File: src/rtl/palette_arbiter.sv
// Round-robin arbiter sharing one combinational palette between NUM_REQ pixel requesters.
// Two-stage pipeline: stage A drives the palette index, stage B holds the looked-up response.
module palette_arbiter #(
  parameter int         NUM_REQ    = 4,
  parameter logic [3:0] TRANSP_IDX = 4'h0,
  localparam int        ID_W       = (NUM_REQ > 1) ? $clog2(NUM_REQ) : 1
) (
  input  logic                 clk,
  input  logic                 reset_n,
  input  logic [NUM_REQ-1:0]   req_valid,
  input  logic [4*NUM_REQ-1:0] req_index,
  output logic [NUM_REQ-1:0]   req_ready,
  output logic [3:0]           pal_index,
  input  logic [11:0]          pal_rgb,
  output logic                 rsp_valid,
  input  logic                 rsp_ready,
  output logic [ID_W-1:0]      rsp_id,
  output logic [11:0]          rsp_rgb,
  output logic                 rsp_transp
);

  logic            vld_p0;
  logic [ID_W-1:0] id_p0;
  logic [3:0]      idx_p0;
  logic            vld_p1;
  logic [ID_W-1:0] id_p1;
  logic [11:0]     rgb_p1;
  logic            transp_p1;

  logic [ID_W-1:0] last_grant;
  logic            stall;

  logic            hi_found, lo_found, gnt_found;
  logic [ID_W-1:0] hi_id, lo_id, gnt_id;
  logic [3:0]      hi_idx, lo_idx, gnt_idx;

  assign stall = vld_p1 & ~rsp_ready;

  // Round-robin: lowest valid requester above last_grant wins, else wrap to the lowest valid overall.
  always_comb begin
    hi_found = 1'b0;
    lo_found = 1'b0;
    hi_id    = '0;
    lo_id    = '0;
    hi_idx   = '0;
    lo_idx   = '0;
    for (int i = NUM_REQ - 1; i >= 0; i--) begin
      if (req_valid[i]) begin
        lo_found = 1'b1;
        lo_id    = ID_W'(i);
        lo_idx   = req_index[4*i +: 4];
        if (ID_W'(i) > last_grant) begin
          hi_found = 1'b1;
          hi_id    = ID_W'(i);
          hi_idx   = req_index[4*i +: 4];
        end
      end
    end
    gnt_found = lo_found;
    gnt_id    = hi_found ? hi_id  : lo_id;
    gnt_idx   = hi_found ? hi_idx : lo_idx;
  end

  always_comb begin
    req_ready = '0;
    for (int i = 0; i < NUM_REQ; i++) begin
      req_ready[i] = reset_n & ~stall & gnt_found & (gnt_id == ID_W'(i));
    end
  end

  always_ff @(posedge clk or negedge reset_n) begin
    if (!reset_n) begin
      vld_p0     <= 1'b0;
      id_p0      <= '0;
      idx_p0     <= 4'h0;
      vld_p1     <= 1'b0;
      id_p1      <= '0;
      rgb_p1     <= 12'h000;
      transp_p1  <= 1'b0;
      last_grant <= ID_W'(NUM_REQ - 1);
    end else if (!stall) begin
      // Stage A: granted request, or a bubble that keeps the previous index on the palette
      vld_p0 <= gnt_found;
      if (gnt_found) begin
        id_p0      <= gnt_id;
        idx_p0     <= gnt_idx;
        last_grant <= gnt_id;
      end
      // Stage B: capture palette lookup for whatever stage A holds
      vld_p1    <= vld_p0;
      id_p1     <= id_p0;
      rgb_p1    <= pal_rgb;
      transp_p1 <= (idx_p0 == TRANSP_IDX);
    end
  end

  assign pal_index  = idx_p0;
  assign rsp_valid  = vld_p1;
  assign rsp_id     = id_p1;
  assign rsp_rgb    = rgb_p1;
  assign rsp_transp = transp_p1;

endmodule

File: config.mk
export PLATFORM = sky130hd
export DESIGN_NAME = palette_arbiter
export DESIGN_NICKNAME = d
export VERILOG_FILES = /design/src/rtl/palette_arbiter.sv
export SDC_FILE = /design/constraint.sdc
export NUM_CORES = 1
export LEC_CHECK = 0
export CORE_MARGIN = 10
export CORE_UTILIZATION = 42
export CTS_CLUSTER_DIAMETER = 200
export DETAILED_ROUTE_END_ITERATION = 12
export GPL_ROUTABILITY_DRIVEN = 1
export PLACE_DENSITY = 0.8
export SYNTH_ARGS = -nofsm -noshare
export SYNTH_HDL_FRONTEND = slang
export SYNTH_SLANG_ARGS = --single-unit
File: constraint.sdc
create_clock -name clk -period 1.85 [get_ports clk]
set_input_delay 0.2775 -clock clk [delete_from_list [all_inputs] [get_ports clk]]
set_output_delay 0.2775 -clock clk [all_outputs]
set_load 0.02 [all_outputs]
### Word-level counts from Yosys, hierarchy flattened

Cells that the tools add are included.

| word-level totals | value |
|---|---|
| register bits after elaboration | 25 |
| latch bits | 0 |
| memory bits (writable) | 0 |
| bits in read-only memories | 0 |
| input port bits | 35 |
| output and inout port bits | 24 |
| word-level logic and storage cells | 65 |
| memories | 0 |

| operators by class | value |
|---|---|
| $add $sub $neg | 0 |
| $mul | 0 |
| div/mod/pow operators | 0 |
| order comparisons | 4 |
| equal/unequal tests | 3 |
| shifts and indexed selects | 0 |
| mux-type cells | 38 |
| bitwise logic cells | 9 |
| reduce and logical (&&, ||, !) cells | 3 |

Operator list:

| operator | number |
|---|---|
| 4-bit 2-to-1 mux | 13 |
| 2-bit 2-to-1 mux | 13 |
| 1-bit 2-to-1 mux | 12 |
| 1-bit bitwise AND | 7 |
| 2-bit == test, second input constant | 2 |
| 1-bit by 2-bit > comparator with 1-bit output, first input constant | 2 |
| 2-bit > comparator, first input constant | 2 |
| 4-bit zero test | 1 |
| 2-bit by 1-bit == test with 1-bit output, second input constant | 1 |
| 2-bit zero test | 1 |
| 1-bit inverter | 2 |
| 2-bit AND reduction | 1 |

### Depth between registers and ports, before layout

| depth | value |
|---|---|
| depth after elaboration | 12 |
| gate-level depth with buffers | 6 |
| gate-level depth less buffers | 4 |

### Least setup slack after synthesis

No wires, ideal clock.

| path | value |
|---|---|
| path kind | reg-to-output |
| start point | register last_grant[0] |
| end point | output port req_ready[0] |
| arrival time | 1.611 ns |
| path slack | -0.038 ns |
| stages on the path, launching flop included | 5 |
| buffers on the path | 0 |
| cells stage by stage | dfstp_2 nand2b_4 o21ai_2 a221o_1 nor3_1 |

| between the ends | value |
|---|---|
| word-level cells in the longest chain between the ends | 12 |
| elaborated cells between the ends (all ways) | 23 |
| those cells by class | order compare (4); mux (17); bitwise (1); reduce/logical (1) |

RTL lines:

| element | line | source |
|---|---|---|
| start, declared | 30 | `logic [ID_W-1:0] last_grant;` |
| start signal, assigned | 80 | `last_grant <= ID_W'(NUM_REQ - 1);` |
| start signal, assigned | 87 | `last_grant <= gnt_id;` |
| 2-bit > comparator | 52 | `if (ID_W'(i) > last_grant) begin` |
| 2-bit 2-to-1 mux / 1-bit 2-to-1 mux (equally long branches) | 52 |  |
| 2-bit 2-to-1 mux / 1-bit 2-to-1 mux (equally long branches) | 48 | `if (req_valid[i]) begin` |
| 2-bit 2-to-1 mux / 1-bit 2-to-1 mux (equally long branches) | 52 |  |
| 2-bit 2-to-1 mux / 1-bit 2-to-1 mux (equally long branches) | 48 |  |
| 2-bit 2-to-1 mux / 1-bit 2-to-1 mux (equally long branches) | 52 |  |
| 2-bit 2-to-1 mux / 1-bit 2-to-1 mux (equally long branches) | 48 |  |
| 2-bit 2-to-1 mux / 1-bit 2-to-1 mux (equally long branches) | 52 |  |
| 2-bit 2-to-1 mux / 1-bit 2-to-1 mux (equally long branches) | 48 |  |
| 2-bit 2-to-1 mux * | 60 | `gnt_id = hi_found ? hi_id : lo_id;` |
| 2-bit zero test * | 67 | `req_ready[i] = reset_n & ~stall & gnt_found & (gnt_id == ID_W'(i));` |
| 1-bit bitwise AND * | 67 |  |
| end, declared | 12 | `output logic [NUM_REQ-1:0] req_ready,` |

Every way passes the cells marked *; elsewhere a longest branch is shown, timed or not.

### Worst setup path in the final report

| path | value |
|---|---|
| start point | register last_grant[0] |
| end point | output port req_ready[2] |

| between the ends | value |
|---|---|
| word-level cells in the longest chain between the ends | 12 |
| elaborated cells between the ends (all ways) | 23 |
| those cells by class | order compare (4); eq/ne (1); mux (17); bitwise (1) |

RTL lines:

| element | line |
|---|---|
| 2-bit > comparator | 52 |
| 2-bit 2-to-1 mux / 1-bit 2-to-1 mux (equally long branches) | 52 |
| 2-bit 2-to-1 mux / 1-bit 2-to-1 mux (equally long branches) | 48 |
| 2-bit 2-to-1 mux / 1-bit 2-to-1 mux (equally long branches) | 52 |
| 2-bit 2-to-1 mux / 1-bit 2-to-1 mux (equally long branches) | 48 |
| 2-bit 2-to-1 mux / 1-bit 2-to-1 mux (equally long branches) | 52 |
| 2-bit 2-to-1 mux / 1-bit 2-to-1 mux (equally long branches) | 48 |
| 2-bit 2-to-1 mux / 1-bit 2-to-1 mux (equally long branches) | 52 |
| 2-bit 2-to-1 mux / 1-bit 2-to-1 mux (equally long branches) | 48 |
| 2-bit 2-to-1 mux * | 60 |
| 2-bit == test * | 67 |
| 1-bit bitwise AND * | 67 |

Marked as above.

==> flow_summary.yaml <==
outcome:
  status: "finished with violations"
  failed_checks: "negative setup slack"
drt:
  dr_total_vias: 1325
  drt_iter0_drc: 96
  postRouteAntennaNets: 0
  vias_per_cell: 5.237
  drtPass1Iterations: 4
  wl_um: 4025
  wl_per_cell_um: 15.91
  drcViolationCount: 0
worst_setup_path:
  arrival_ns: 1.93
  critical_path_class: "flop to output port"
  reg2regPathDepth: 6
  slowest_stage: "dfstp_2"
  cp.required_ns: 1.57
  end_kind: "output port"
  cp.depth: 5
  worst-path-max-fanout: 5
  cp_slowest_stage_delay_ns: 0.61
  cp_num_buf_inv: 1
  reg2reg_to: "pal_index[2]$_DFFE_PN0P_"
  reg2reg_from: "last_grant[0]$_DFFE_PN1P_"
  startpoint_type: "flop"
  path_cells: "nand2b_4 > o21ai_2 > a221o_1 > nor4_2 > buf_4"
  critPathTopFamily: "flip-flops"
  ff2ff_setup_slack_ns: 0.10
power_and_ir_drop:
  internal_power_uw: 1298
  swShare_pct: 34.45
  clockPowerShare_pct: 12.0
  p_leak_uw: 0.0009429
  max-vdd-ir-drop_v: 0.0005899
  p_seq_share_pct: 39.2
  p_switching_uw: 682.1
  combPwrFrac_pct: 48.8
  power.density_nw_per_um2: 906.3
floorplan:
  dieHeight_um: 77.27
  fp.dieW_um: 77.27
  dieArea_um2: 5971
  rows: 20
  start_util_pct: 44.40
  design.core.area_um2: 3103
  num_io_pins: 59
place:
  globalplace.congestion: 0.8074
  place_area_um2: 2141
  dp_hpwl_um: 3287
  io_buffers: 58
clock_network:
  hold_buffers: 0
  cts_buffers: 3
  htree_levels: 1
  clock-sinks: 25
  clk_path_buf_depth: 2
  cts_tree: "yes"
  clockRootBuffer: "clkbuf_4"
  path_clk_slew_ns: 0.14
  clk_latency_ns: 0.31
timing:
  slew_viol_final: 0
  fmax_mhz: 452.4
  grt_setup_unrepaired: "yes"
  finalSetupViolations: 4
  slew_headroom_pct: 69.25
  fin_skew_ns: 0.01437
  setup_slack_ns: -0.3604
  worst_pin_slew_ns: 0.4496
  fin_crit_sh_pct: 119.5
  setup_tns_ns: -1.139
  hold_violations: 0
  holdWs_ns: 0.4974
  post-route-min-period_ns: 2.210
synth:
  netlist.area_leader.share_pct: 41.78
  syn_area_per_cell_um2: 10.52
  syn-instance-count: 131
  synth_area_leaders: "dfrtp_1 (42%), mux2_2 (11%), a21oi_1 (4.0%), dfstp_2 (3.8%), buf_2 (2.2%)"
  synth_largest_area_cell: "dfrtp_1"
  synth_ff_type: "dfrtp_1"
  seq_area_frac_synth_pct: 45.59
  synthArstFlopShare_pct: 100.0
  synth_cell_types: 41
  yosys_warnings: 0
  synth_edf_count: 0
  syn_nets: 166
  ys_seq_elements: 25
  syn-cell-area_um2: 1378
min_path:
  hold_depth: 2
  hp-class: "flop to flop"
  holdCritStartpoint: "vld_p0$_DFFE_PN0N_"
  hold_end: "vld_p0$_DFFE_PN0N_"
global_route:
  grt_pass1_vias: 1317
  grt_pass1_wl_um: 6499
  antenna_found_initial: 0
  grt_max_degree: 26
  grt_usage_pct: 12.99
  overflow: 0
finish:
  antenna_cells: 0
  design_area_um2: 2185
  final_cell_mix: "clkdlybuf4s50_1 (54), buf_4 (27), dfrtp_1 (23)"
  drive_gt1_share_pct: 29.19
  area.growth.synth_to_final_pct: 58.58
  post-route-util_pct: 70.40
  nNetsFinal: 245
  layout_commonest_cell: "clkdlybuf4s50_1"
run:
  cap_violations: 0
-- power by group through the flow --
stage	registers, µW	clock network (µW)	logic, µW
after floorplan	884	0	365
final	777	237	966
after detailed placement	786	0	953
after CTS	776	250	972
after global placement	780	0	931
after global routing	789	276	1030
-- worst reg2reg max path: stages, from the launching register on --
cell and delay (ns):
dfstp_2 0.61, nand2b_4 0.15, buf_4 0.11, buf_4 0.09, a22oi_1 0.13, a2111oi_0 0.45, a211oi_1 0.08
-- state kept, by name, summed over array words and instances, names as in the netlist --
register,cells
id_p0,2
last_grant,2
pal_index,4
rsp_id,2
rsp_rgb,12
rsp_transp,1
rsp_valid,1
vld_p0,1
-- cells by family (layout without fill, tap and decap cells) --
logic type / count (synthesis) / in the layout / synth area share (%)
AO/OA/AOI/OAI: 37 / 37 / 18.71
AND/OR/NAND/NOR: 36 / 36 / 16.35
flip-flops: 25 / 25 / 45.59
buffers and inverters: 17 / 95 / 5.722
multiplexers: 16 / 16 / 13.62
-- through the flow --
step,worst slack [ns],total power (µW),cells
floorplan,-0.01104,1249,131
global placement,-0.6815,1712,247
detailed placement,-0.7105,1739,247
CTS,-0.3654,1998,253
global route,-0.4331,2099,253
finish,-0.3604,1980,253
-- synth_stat cells, types with 3 or more instances --
| master | instances |
|---|---|
| nand2b_1 | 3 |
| a221oi_1 | 3 |
| nand3b_1 | 4 |
| dfrtp_1 | 23 |
| mux2_2 | 14 |
| nand2_1 | 8 |
| a211oi_1 | 3 |
| a21oi_1 | 11 |
| nor2_1 | 6 |
| buf_2 | 6 |
| inv_1 | 8 |
| a2111oi_0 | 3 |
| o22ai_1 | 4 |
| a21o_1 | 4 |
-- repair_timing --
item / 4_1_cts / 5_1_grt
gates resized for setup: 24 / 0
buffers inserted: 2 / 1
pin swaps: 2 / 1
setup endpoints to repair: 4 / 5
-- worst max-delay path by stage --
stage / start / endpoint / slack [ns]
2_1_floorplan: last_grant[0]$_DFFE_PN1P_ / req_ready[2] / -0.01
3_3_place_gp: req_valid[3] / req_ready[3] / -0.68
3_5_place_dp: req_valid[0] / req_ready[2] / -0.71
4_1_cts: last_grant[0]$_DFFE_PN1P_ / req_ready[2] / -0.37
5_1_grt: last_grant[0]$_DFFE_PN1P_ / req_ready[2] / -0.43
6_report: last_grant[0]$_DFFE_PN1P_ / req_ready[2] / -0.36
-- routing by layer --
layer | GRT usage [%] | share of wire [%] | routed length (µm)
met2 | 21.07 | 48 | 1925
met1 | 15.78 | 43 | 1737
met4 | 3.102 | 1.3 | 54
met3 | 4.895 | 7.6 | 307
met5 | 0 | 0 | 0
-- layout make-up --
type | instances | area, µm²
clock inverters | 1 | 7.507
fillers | 256 | 918.4
clock buffers | 3 | 22.52
inverters | 9 | 33.78
flip-flops and latches | 25 | 628.1
multi-input cells | 89 | 683.2
repair buffers | 82 | 754.5
well taps | 44 | 55.05
No activity file was read; power rests on OpenSTA's default activity.
